$ cat src/rtl/mips_pkg.sv
// Definitions shared across the MIPS pipeline stages: fetch FSM encoding,
// PC constants and instruction field widths used by the decoder.
package mips_pkg;

    typedef enum logic [1:0] {
        FETCH = 2'd0,
        WAIT  = 2'd1,
        OUT   = 2'd2,
        DRAIN = 2'd3
    } fetchState_t;

    localparam logic [31:0] DEFAULT_PC_STEP  = 32'd4;
    localparam logic [31:0] DEFAULT_RESET_PC = 32'h0000_0000;
    localparam logic [31:0] WORD_ALIGN_MASK  = 32'hFFFF_FFFC;

    localparam int INSTR_W  = 32;
    localparam int OPCODE_W = 6;
    localparam int REG_W    = 5;
    localparam int SHAMT_W  = 5;
    localparam int FUNCT_W  = 6;
    localparam int IMM_W    = 16;
    localparam int TARGET_W = 26;

    function automatic logic [31:0] alignWord(input logic [31:0] addr);
        return addr & WORD_ALIGN_MASK;
    endfunction

endpackage

$ cat src/rtl/fetch_pc_reg.sv
// Program counter register: redirect load takes priority over the
// sequential increment; redirect targets are forced to word alignment.
module fetch_pc_reg
    import mips_pkg::*;
#(
    parameter logic [31:0] RESET_PC = DEFAULT_RESET_PC,
    parameter logic [31:0] PC_STEP  = DEFAULT_PC_STEP
) (
    input  logic        Clock,
    input  logic        Reset,
    input  logic        Load,
    input  logic [31:0] LoadPC,
    input  logic        Advance,
    output logic [31:0] Pc
);

    always_ff @(posedge Clock or posedge Reset) begin
        if (Reset)
            Pc <= RESET_PC;
        else if (Load)
            Pc <= alignWord(LoadPC);
        else if (Advance)
            Pc <= Pc + PC_STEP;   // wraps modulo 2^32 by construction
    end

endmodule

$ cat src/rtl/instruction_fetch.sv
// MIPS fetch stage: one outstanding instruction-memory read at a time,
// registered hand-off to the decoder, redirects discard stale fetches.
module instruction_fetch
    import mips_pkg::*;
#(
    parameter logic [31:0] RESET_PC = DEFAULT_RESET_PC,
    parameter logic [31:0] PC_STEP  = DEFAULT_PC_STEP
) (
    input  logic        Clock,
    input  logic        Reset,
    output logic        ImemReq,
    output logic [31:0] ImemAddr,
    input  logic        ImemGnt,
    input  logic        ImemRvalid,
    input  logic [31:0] ImemRdata,
    input  logic        Redirect,
    input  logic [31:0] RedirectPC,
    output logic        InstrValid,
    input  logic        InstrReady,
    output logic [31:0] Instruction,
    output logic [31:0] InstrPC,
    output logic [31:0] FetchCount
);

    fetchState_t state;
    logic [31:0] pc;
    logic        pcAdvance;

    // Only a clean response in WAIT moves the PC forward; redirects win.
    assign pcAdvance = (state == WAIT) && ImemRvalid && !Redirect;

    fetch_pc_reg #(
        .RESET_PC (RESET_PC),
        .PC_STEP  (PC_STEP)
    ) pcReg (
        .Clock   (Clock),
        .Reset   (Reset),
        .Load    (Redirect),
        .LoadPC  (RedirectPC),
        .Advance (pcAdvance),
        .Pc      (pc)
    );

    assign ImemReq  = (state == FETCH) && !Redirect && !Reset;
    assign ImemAddr = pc;

    always_ff @(posedge Clock or posedge Reset) begin
        if (Reset) begin
            state       <= FETCH;
            InstrValid  <= 1'b0;
            Instruction <= 32'd0;
            InstrPC     <= 32'd0;
            FetchCount  <= 32'd0;
        end else begin
            case (state)
                FETCH: begin
                    if (!Redirect && ImemGnt)
                        state <= WAIT;
                end
                WAIT: begin
                    if (Redirect) begin
                        // A response landing with the redirect is simply dropped.
                        state <= ImemRvalid ? FETCH : DRAIN;
                    end else if (ImemRvalid) begin
                        Instruction <= ImemRdata;
                        InstrPC     <= pc;
                        InstrValid  <= 1'b1;
                        state       <= OUT;
                    end
                end
                OUT: begin
                    if (InstrValid && InstrReady)
                        FetchCount <= FetchCount + 32'd1;
                    if (Redirect || InstrReady) begin
                        InstrValid <= 1'b0;
                        state      <= FETCH;
                    end
                end
                DRAIN: begin
                    if (ImemRvalid)
                        state <= FETCH;
                end
                default: state <= FETCH;
            endcase
        end
    end

endmodule
$ cat config.mk
export PLATFORM = sky130hd
export DESIGN_NAME = instruction_fetch
export DESIGN_NICKNAME = d
export VERILOG_FILES = /design/src/rtl/mips_pkg.sv /design/src/rtl/fetch_pc_reg.sv /design/src/rtl/instruction_fetch.sv
export SDC_FILE = /design/constraint.sdc
export NUM_CORES = 1
export LEC_CHECK = 0
export BUFFER_PORTS_ARGS = -buffer_cell sky130_fd_sc_hd__buf_2
export CELL_PAD_IN_SITES_DETAIL_PLACEMENT = 0
export CELL_PAD_IN_SITES_GLOBAL_PLACEMENT = 1
export CORE_ASPECT_RATIO = 0.7
export CORE_MARGIN = 3
export CORE_UTILIZATION = 42
export CTS_CLUSTER_SIZE = 30
export DETAILED_ROUTE_END_ITERATION = 12
export PLACE_DENSITY_LB_ADDON = 0.1
export SYNTH_ARGS = -nofsm -noshare
export SYNTH_HDL_FRONTEND = slang
export SYNTH_HIERARCHICAL = 1
export SYNTH_SLANG_ARGS = --single-unit
$ cat constraint.sdc
create_clock -name Clock -period 6.82 [get_ports Clock]
set_clock_uncertainty 0.15 [all_clocks]
set_input_delay 1.364 -clock Clock [delete_from_list [all_inputs] [get_ports Clock]]
set_output_delay 1.364 -clock Clock [all_outputs]
set_load 0.1 [all_outputs]
==> results of run 1 <==
==> area by class of cell <==
class | instances | share of cell area [%]
Sequential cell | 129 | 43.1
Multi-Input combinational cell | 324 | 31.9
Inverter | 6 | 0.334
Clock buffer | 18 | 5.73
Tap cell | 185 | 3.09
Clock inverter | 13 | 2.51
Timing Repair Buffer | 198 | 13.3
==> sequential cells by signal, indices dropped and copies added, names as in the netlist <==
name and flops:
InstrPC 32, FetchCount 32, pcReg/Pc 30, Instruction 32
InstrValid 1, state 2
==> cell usage in the layout, fill, tap and decap left out, types with 3 or more instances in the layout <==
cell type / count
clkinv_4: 3
clkbuf_16: 17
xnor2_1: 25
nor3_1: 5
o211ai_1: 4
nand2_1: 43
nand4_1: 16
nand3_1: 25
bufinv_16: 4
xor2_1: 19
or4_1: 9
o31ai_1: 6
and3_1: 7
buf_4: 3
dfrtp_1: 129
a31oi_1: 11
and4_1: 7
nor2_1: 22
or3_1: 3
clkinvlp_4: 3
nor4_1: 3
buf_2: 195
inv_1: 4
o21ai_0: 22
nand4_4: 3
mux2_2: 65
==> layer usage <==
layer	global-route usage, %	wire length [um]	part of all wire, %	up-vias
met2	28.1	6280	43	156
met5	0	12	0.083	-
li1	-	-	-	2119
met4	7.99	352	2.4	2
met1	26.1	6670	46	2164
met3	7.49	1150	7.9	31
==> stage by stage <==
stage                     power, mW  setup WS, ps
after floorplan                2.78          1070
after global placement         3.08          2450
after detailed placement       3.10          2380
after CTS                      4.07          2800
after global routing           4.17          2630
final                          4.03          2800
==> kinds of logic after synthesis <==
group,synth area share [%]
and+or+nand+nor,16.2
DFF,56.0
muxes,12.9
AOI/OAI and AO/OA,4.99
xor gates and xnor gates,6.68
buffers and inverters,2.76
adders and majority gates,0.434
other,0.0650
==> critical path: cells and delay by family <==
family / cells / cell delay (ps)
AOI/OAI and AO/OA: 1 / 170
buffers and inverters: 1 / 110
and+or+nand+nor: 5 / 2510
==> power groups by stage <==
stage               logic (mW)  clock network [mW]  registers [mW]
floorplan                0.237                   0            2.54
global placement          1.98                   0            1.10
detailed placement        2.00                   0            1.10
CTS                       2.00               0.975            1.10
global route              2.04                1.01            1.13
finish                    1.98               0.951            1.09
==> path summary, 6_finish.rpt <==
path                                       end  slack [ps]  cells past startpoint
max in group asynchronous          InstrPC[19]        4490                      3
worst min register to register  FetchCount[31]         320                      1
worst max register to register    pcReg/Pc[21]        3400                      6
worst max-delay path              pcReg/Pc[21]        2800                      7
worst min-delay path            FetchCount[31]         320                      1
min in group asynchronous           InstrPC[9]         860                      2
==> impl_metrics.toml, run 1 <==
[cells_and_area]
final_nets = 748
finalInstanceArea_um2 = 7480
utilization_pct = 56.4
fin_cells = 873
drive_above_1_share_pct = 44.3
area_growth_pct = 29.8
num_antenna_cells = 0
fillerInstances = 1180
multi_input_area_um2 = 2380
seqCellArea_um2 = 3230

[timing]
slew_headroom_pct = 39.7
finalHoldWorstSlack_ps = 319
max_slew.worst_pin.slew_ps = 904
rsz0062_at_grt = "no"
min_period_ps = 4020
slew_viol_final = 0
fmaxAchievable_ghz = 0.249
setup_violations = 0
hold_violations = 0
timing.final.crit_share_pct = 58.9
fin_tns_setup_ps = 0

[global_routing]
grt_pass1_vias = 4503
grt_max_degree = 71
grt_pass1_wl_mm = 23.6
grt_usage_pct = 19.4
grt_overflow_total = 0
grt_antenna_before_repair = 1

[route]
drt_iter0_drc = 156
totalWireLength_mm = 14.5
wl_per_cell_um = 16.6
via_count = 4472
dr.pass1.iters = 5
postRouteAntennaNets = 0
drc = 0
vias_per_cell = 5.12

[power]
seq_power_share_pct = 27.2
netSwitchingFraction_pct = 53.5
ir_worst_vdd_mv = 0.423
p_switching_mw = 2.15
power.internal_mw = 1.87
p_comb_share_pct = 49.2
leakagePower_nw = 3.53
clockPowerShare_pct = 23.6
pwr_density_cell_nw_per_um2 = 538

[setup_path]
critPathKind = "in -> reg"
path_max_fanout = 70
cp-start-kind = "primary input"
startpoint = "Redirect"
cp.required_ps = 6980
arrival_ps = 4180
r2r_start = "state[1]"
crit_chain = "buf_2 -> nor3b_1 -> and2_4 -> and4_1 -> nand4_4 -> or4b_1 -> a31oi_1"
endpoint_kind = "flip-flop"
critPathSlowestCell = "and2_4"
max_stage_delay_ps = 810

[clocking]
post_cts_buffers = 0
insertion_delay_ps = 410
hold_buffers = 0
root_buffer = "clkbuf_16"
cts_tree = "yes"
cts_buffer_depth = 2
cts_resized = 0
clock_sinks = 129
cts_buffers = 17
clk_pin_slew_ps = 60
cts.htree.levels = 4

[synthesis]
synthFlopType = "dfrtp_1"
async_flop_share_pct = 100
synth_top_area_share_pct = 56.0
synthTopCellsByArea = "dfrtp_1 56%, mux2_2 13%, xnor2_1 3.8%"
ys.warnings.count = 6
synth_edf_count = 0
yosysTopAreaCell = "dfrtp_1"
synth.most_common_cell = "dfrtp_1"
synth.distinct_cells = 45
syn_avg_cell_area_um2 = 12.0
yosysSeqAreaShare_pct = 56.0
syn_area_um2 = 5770
syn_inst = 480
synthTopCellsByCount = "129 x dfrtp_1, 65 x mux2_2, 43 x nand2_1"
synth-seq-cells = 129

[floorplanning]
start_util_pct = 43.5
die_w_um = 146
die_h_um = 104
die_area_um2 = 15200
io_pins = 200
core_area_um2 = 13300
fp-row-count = 35

[run_status]
outcome = "complete, no violations"

[flow_run]
maxCapViolations = 0

[placed_design]
port_buffers = 195
gp_congestion = 0.807
dp_hpwl_mm = 10.2
place_inst = 842
dpl_cell_area_um2 = 6870

[worst_hold_path]
hold_start = "FetchCount[31]"
hold_class = "reg -> reg"
Note: power is estimated with default switching activity, not from simulation.
==> inputs of run 2 (changes only) <==
ABC_AREA = 1   (was unset)
CORE_UTILIZATION = 37   (was 42)
clock period = 3.76 ns   (was 6.82 ns; I/O delays follow)
==> impl_metrics.toml, run 2 <==
[setup_path]
critPathKind = "reg -> out"
crit_chain = "nor2_1 -> inv_1 -> nor3_1 -> buf_2"
arrival_ps = 1650
max_stage_delay_ps = 450
cp-start-kind = "flip-flop"
critPathSlowestCell = "buf_2"
r2r_start = "state[1]"
path_buf_inv = 2
endpoint_kind = "primary output"
startpoint = "state[1]"
cp.required_ps = 2860
cp_top_family = "buffers and inverters"
path_max_fanout = 5

[global_routing]
grtUsageMet1_pct = 31.3
grt_use_met3_pct = 6.04
busiest_layer = "met1"
grt_overflow_total = 0
grt_antenna_before_repair = 0
grt_max_degree = 65
grt_pass1_vias = 5834
grt_usage_pct = 20.4
grt.met2_usage_pct = 27.6
grt_pass1_wl_mm = 31.9

[floorplanning]
io_pins = 200
fp-row-count = 40
die_area_um2 = 19500
die_h_um = 118
core_area_um2 = 17300
die_w_um = 166
start_util_pct = 38.2

[clocking]
hold_buffers = 0
insertion_delay_ps = 420
clock_sinks = 129
post_cts_buffers = 0
root_buffer = "clkbuf_16"
cts.htree.levels = 4
cts_buffer_depth = 2
cts_tree = "yes"
cts_buffers = 17
cts_resized = 0
clk_pin_slew_ps = 70

[placed_design]
port_buffers = 195
dp_hpwl_mm = 14.0
gp_congestion = 0.817

[route]
wl_per_cell_um = 15.2
totalWireLength_mm = 19.6
vias_per_cell = 4.67
drc = 0
postRouteAntennaNets = 0
via_count = 6010
dr.pass1.iters = 8
drt_iter0_drc = 410

[timing]
hold_violations = 0
slew_viol_final = 0
slew_headroom_pct = 45.3
max_slew.worst_pin.slew_ps = 820
min_period_ps = 2550
timing.final.crit_share_pct = 67.8
setup_violations = 0
fmaxAchievable_ghz = 0.392
fin_tns_setup_ps = 0
rsz0062_at_grt = "no"
finalHoldWorstSlack_ps = 277

[flow_run]
maxCapViolations = 0

[cells_and_area]
final_common_cell = "nand2_1"
area_growth_pct = 27.0
drive_above_1_share_pct = 26.8
final_nets = 1115
num_antenna_cells = 0
final_cell_mix = "388 x nand2_1, 195 x buf_2, 129 x dfrtp_1"
top_regs = "FetchCount (32), InstrPC (32), Instruction (32)"
utilization_pct = 48.5

[synthesis]
synthFlopType = "dfrtp_1"
synth_top_area_share_pct = 48.8
syn_inst = 845
synth-seq-cells = 129
synth_edf_count = 0
async_flop_share_pct = 100
yosysTopAreaCell = "dfrtp_1"
synthTopCellsByCount = "388 x nand2_1, 129 x dfrtp_1, 60 x nor2_1"
syn_area_um2 = 6610
synth.most_common_cell = "nand2_1"
syn_avg_cell_area_um2 = 7.82
yosysSeqAreaShare_pct = 48.8
synth.distinct_cells = 34
synthTopCellsByArea = "dfrtp_1 49%, nand2_1 22%, nand3_1 3.6%"
ys.warnings.count = 6

[power]
power_mw = 8.20
ir_worst_vdd_mv = 0.764
pwr_density_cell_nw_per_um2 = 976
leakagePower_nw = 4.41

[run_status]
outcome = "complete, no violations"

[worst_hold_path]
hold_class = "in -> async"
[run 2: cell types whose count changed after synthesis, moves of 9 or more]
cell      delta
nor2_1      +38
nand4_1     -12
a31oi_1     -11
nor2_4      +17
nor2_2      +11
or4_1        -9
inv_1       +48
nand3_1     +23
a22oi_1     +21
xnor2_1     -19
nand2_2     +10
nand2_1    +345
mux2_2      -65
nand3b_1    +11
[run 2: final cells by class]
type | instances | area, um2
Timing Repair Buffer | 202 | 1040
Tap cell | 231 | 289
Clock buffer | 19 | 443
Sequential cell | 129 | 3230
Inverter | 55 | 209
Multi-Input combinational cell | 638 | 3040
Clock inverter | 13 | 151
Fill cell | 1793 | 8920
[run 2: kinds of logic (layout without fill, tap and decap cells)]
family	Yosys count	count (layout)	synth area share, %
flip-flops	129	129	48.8
adder cells (fa/ha/maj)	2	2	0.379
AND/OR/NAND/NOR	568	568	38.2
XOR/XNOR	19	19	2.52
AO/OA/AOI/OAI	47	47	4.64
buffers and inverters	79	289	5.36
other	1	2	0.0567
[run 2: per-layer routing]
metal  vias to the layer above  share of wire (%)
met4                         0               0.98
met3                        17                8.3
met5                         -                  0
met2                       213                 39
li1                       3048                  -
met1                      2732                 52
[run 2: final timing paths]
path / slack (ps) / cells past startpoint / to
setup reg to reg: 1320 / 7 / pcReg/Pc[15]
hold / removal: 280 / 2 / InstrPC[6]
setup / recovery: 1210 / 4 / ImemReq
min in group Clock: 320 / 2 / InstrPC[28]
hold reg to reg: 320 / 2 / InstrPC[28]
max in group asynchronous: 2460 / 3 / FetchCount[23]
[run 2: stage by stage]
step           setup slack [ps]  area [um2]  cells
6_report                   1210        8400   1287
5_1_grt                    1060        8400   1287
4_1_cts                    1190        8400   1287
3_5_place_dp                831        7800   1255
3_3_place_gp                857        7800   1255
2_1_floorplan              7.71        6610    846
[run 2: power breakdown]
part	internal, mW	switching, mW	total [mW]
combinational	0.576	3.80	4.38
clock	1.01	0.674	1.68
sequential	1.82	0.319	2.14
[run 2: worst register-to-register path, stage by stage (launching register included)]
cell     delay, ps
dfrtp_1        430
nor2_1         180
nand3_2        100
inv_2          240
nand2_1        250
inv_1          660
o21ai_0        200
o21ai_1        150
==> inputs of run 3 (changes only) <==
ABC_AREA = 0   (was 1)
CORE_UTILIZATION = 39   (was 37)
clock period = 2.5 ns   (was 3.76 ns; I/O delays follow)
==> impl_metrics.toml, run 3 (same netlist as run 1, synthesis figures left out) <==
[route]
dr.pass1.iters = 4
via_count = 4591
postRouteAntennaNets = 0
wl_per_cell_um = 17.0
drt_iter0_drc = 190
vias_per_cell = 5.13
drc = 0
totalWireLength_mm = 15.3

[clocking]
cts_buffer_depth = 2
cts.htree.levels = 4
clock_sinks = 129
clk_pin_slew_ps = 60
cts_tree = "yes"
cts_buffers = 17
insertion_delay_ps = 420
root_buffer = "clkbuf_16"

[timing]
hold_violations = 0
fmaxAchievable_ghz = 0.428
slew_viol_final = 0
setup_violations = 0
min_period_ps = 2340
slew_headroom_pct = 65.2
rsz0062_at_grt = "no"
timing.final.crit_share_pct = 93.6
max_slew.worst_pin.slew_ps = 526

[power]
ir_worst_vdd_mv = 1.77
pwr_density_cell_nw_per_um2 = 1460
leakagePower_nw = 3.64

[run_status]
outcome = "complete, no violations"

[placed_design]
dp_hpwl_mm = 11.1
port_buffers = 195
place_inst = 862
dpl_cell_area_um2 = 7060
gp_congestion = 0.868

[setup_path]
critPathKind = "in -> out"
cp.required_ps = 1850
path_max_fanout = 3
cp-start-kind = "primary input"
arrival_ps = 1690
endpoint_kind = "primary output"

[global_routing]
grt_max_degree = 61
grt_pass1_vias = 4571
grt_pass1_wl_mm = 24.3
grt_antenna_before_repair = 0
grt_usage_pct = 19.4
grt_overflow_total = 0

[cells_and_area]
final_cell_mix = "194 x buf_2, 113 x dfrtp_1, 65 x mux2_2"
seqCellArea_um2 = 3250
num_antenna_cells = 0
fillerInstances = 1280
finalInstanceArea_um2 = 7750
fin_cells = 895
final_common_cell = "buf_2"
area_growth_pct = 34.4
drive_above_1_share_pct = 48.2
multi_input_area_um2 = 2400
top_regs = "FetchCount (32), InstrPC (32), Instruction (32)"
final_nets = 764

[floorplanning]
die_h_um = 108
core_area_um2 = 14200
start_util_pct = 40.6
die_w_um = 151
io_pins = 200
fp-row-count = 36
die_area_um2 = 16300

[flow_run]
maxCapViolations = 0

[worst_hold_path]
hold_class = "in -> reg"
run 3: cell count changes in the layout (fill, tap and decap cells not counted), moves of 12 or more:
cell     previous run  this run
nand2_1           388        43
mux2_2              0        65
inv_1              52         4
nor2_1             60        22
nand3_1            47        25
a22oi_1            21         0
xnor2_1             6        25
nor2_4             17         0
dfrtp_1           129       113
dfrtp_2             0        16
nand4_1             4        16
run 3: through the flow:
stage | power (mW) | TNS [ps] | hold slack, ps | util (%) | setup WS [ps]
4_1_cts | 11.4 | 0 | 116 | 54.6 | 142
3_3_place_gp | 8.44 | 0 | 306 | 49.8 | 75.9
6_report | 11.3 | 0 | 141 | 54.6 | 161
2_1_floorplan | 7.59 | -342 | 431 | - | -342
5_1_grt | 11.7 | 0 | 133 | 54.6 | 47.1
3_5_place_dp | 8.49 | 0 | 323 | 49.8 | 16.6
run 3: timing repair:
action | 4_1_cts | 5_1_grt
gates resized for setup | 0 | 0
hold endpoints to repair | 16 | 0
hold buffers | 1 | 0
setup buffers | 0 | 0
run 3: area by class of cell:
type,count,area share [%]
sequential,129,41.9
multi-input combinational,324,30.9
timing repair buffer,214,15.0
clock buffer,17,5.49
clock inverter,15,3.28
tap,190,3.07
inverter,6,0.339
run 3: path summary, 6_finish.rpt:
check,startpoint,endpoint,slack [ps],cells past startpoint
max,Reset,ImemReq,160,4
min,RedirectPC[11],pcReg/Pc[11],140,3
max reg2reg,state[1],pcReg/Pc[29],160,6
min reg2reg,FetchCount[31],FetchCount[31],330,1
max in group asynchronous,Reset,FetchCount[4],970,4
min in group asynchronous,Reset,InstrPC[18],550,3
run 3: worst max-delay path, stage by stage:
cell and delay, ps:
dlygate4sd3_1 550, buf_2 160, nor4_2 250, buf_12 230
run 3: layer usage:
layer	wire [um]	global-route usage, %
met3	1430	7.49
met2	6680	28.9
met4	193	5.63
met1	6950	26.3
met5	0	0
run 3: power by group:
group,leakage (nW),switching (mW),internal [mW],total [mW]
Combinational,1.73,4.60,0.843,5.44
Sequential,1.57,0.359,2.63,2.99
Clock,0.329,0.974,1.89,2.86
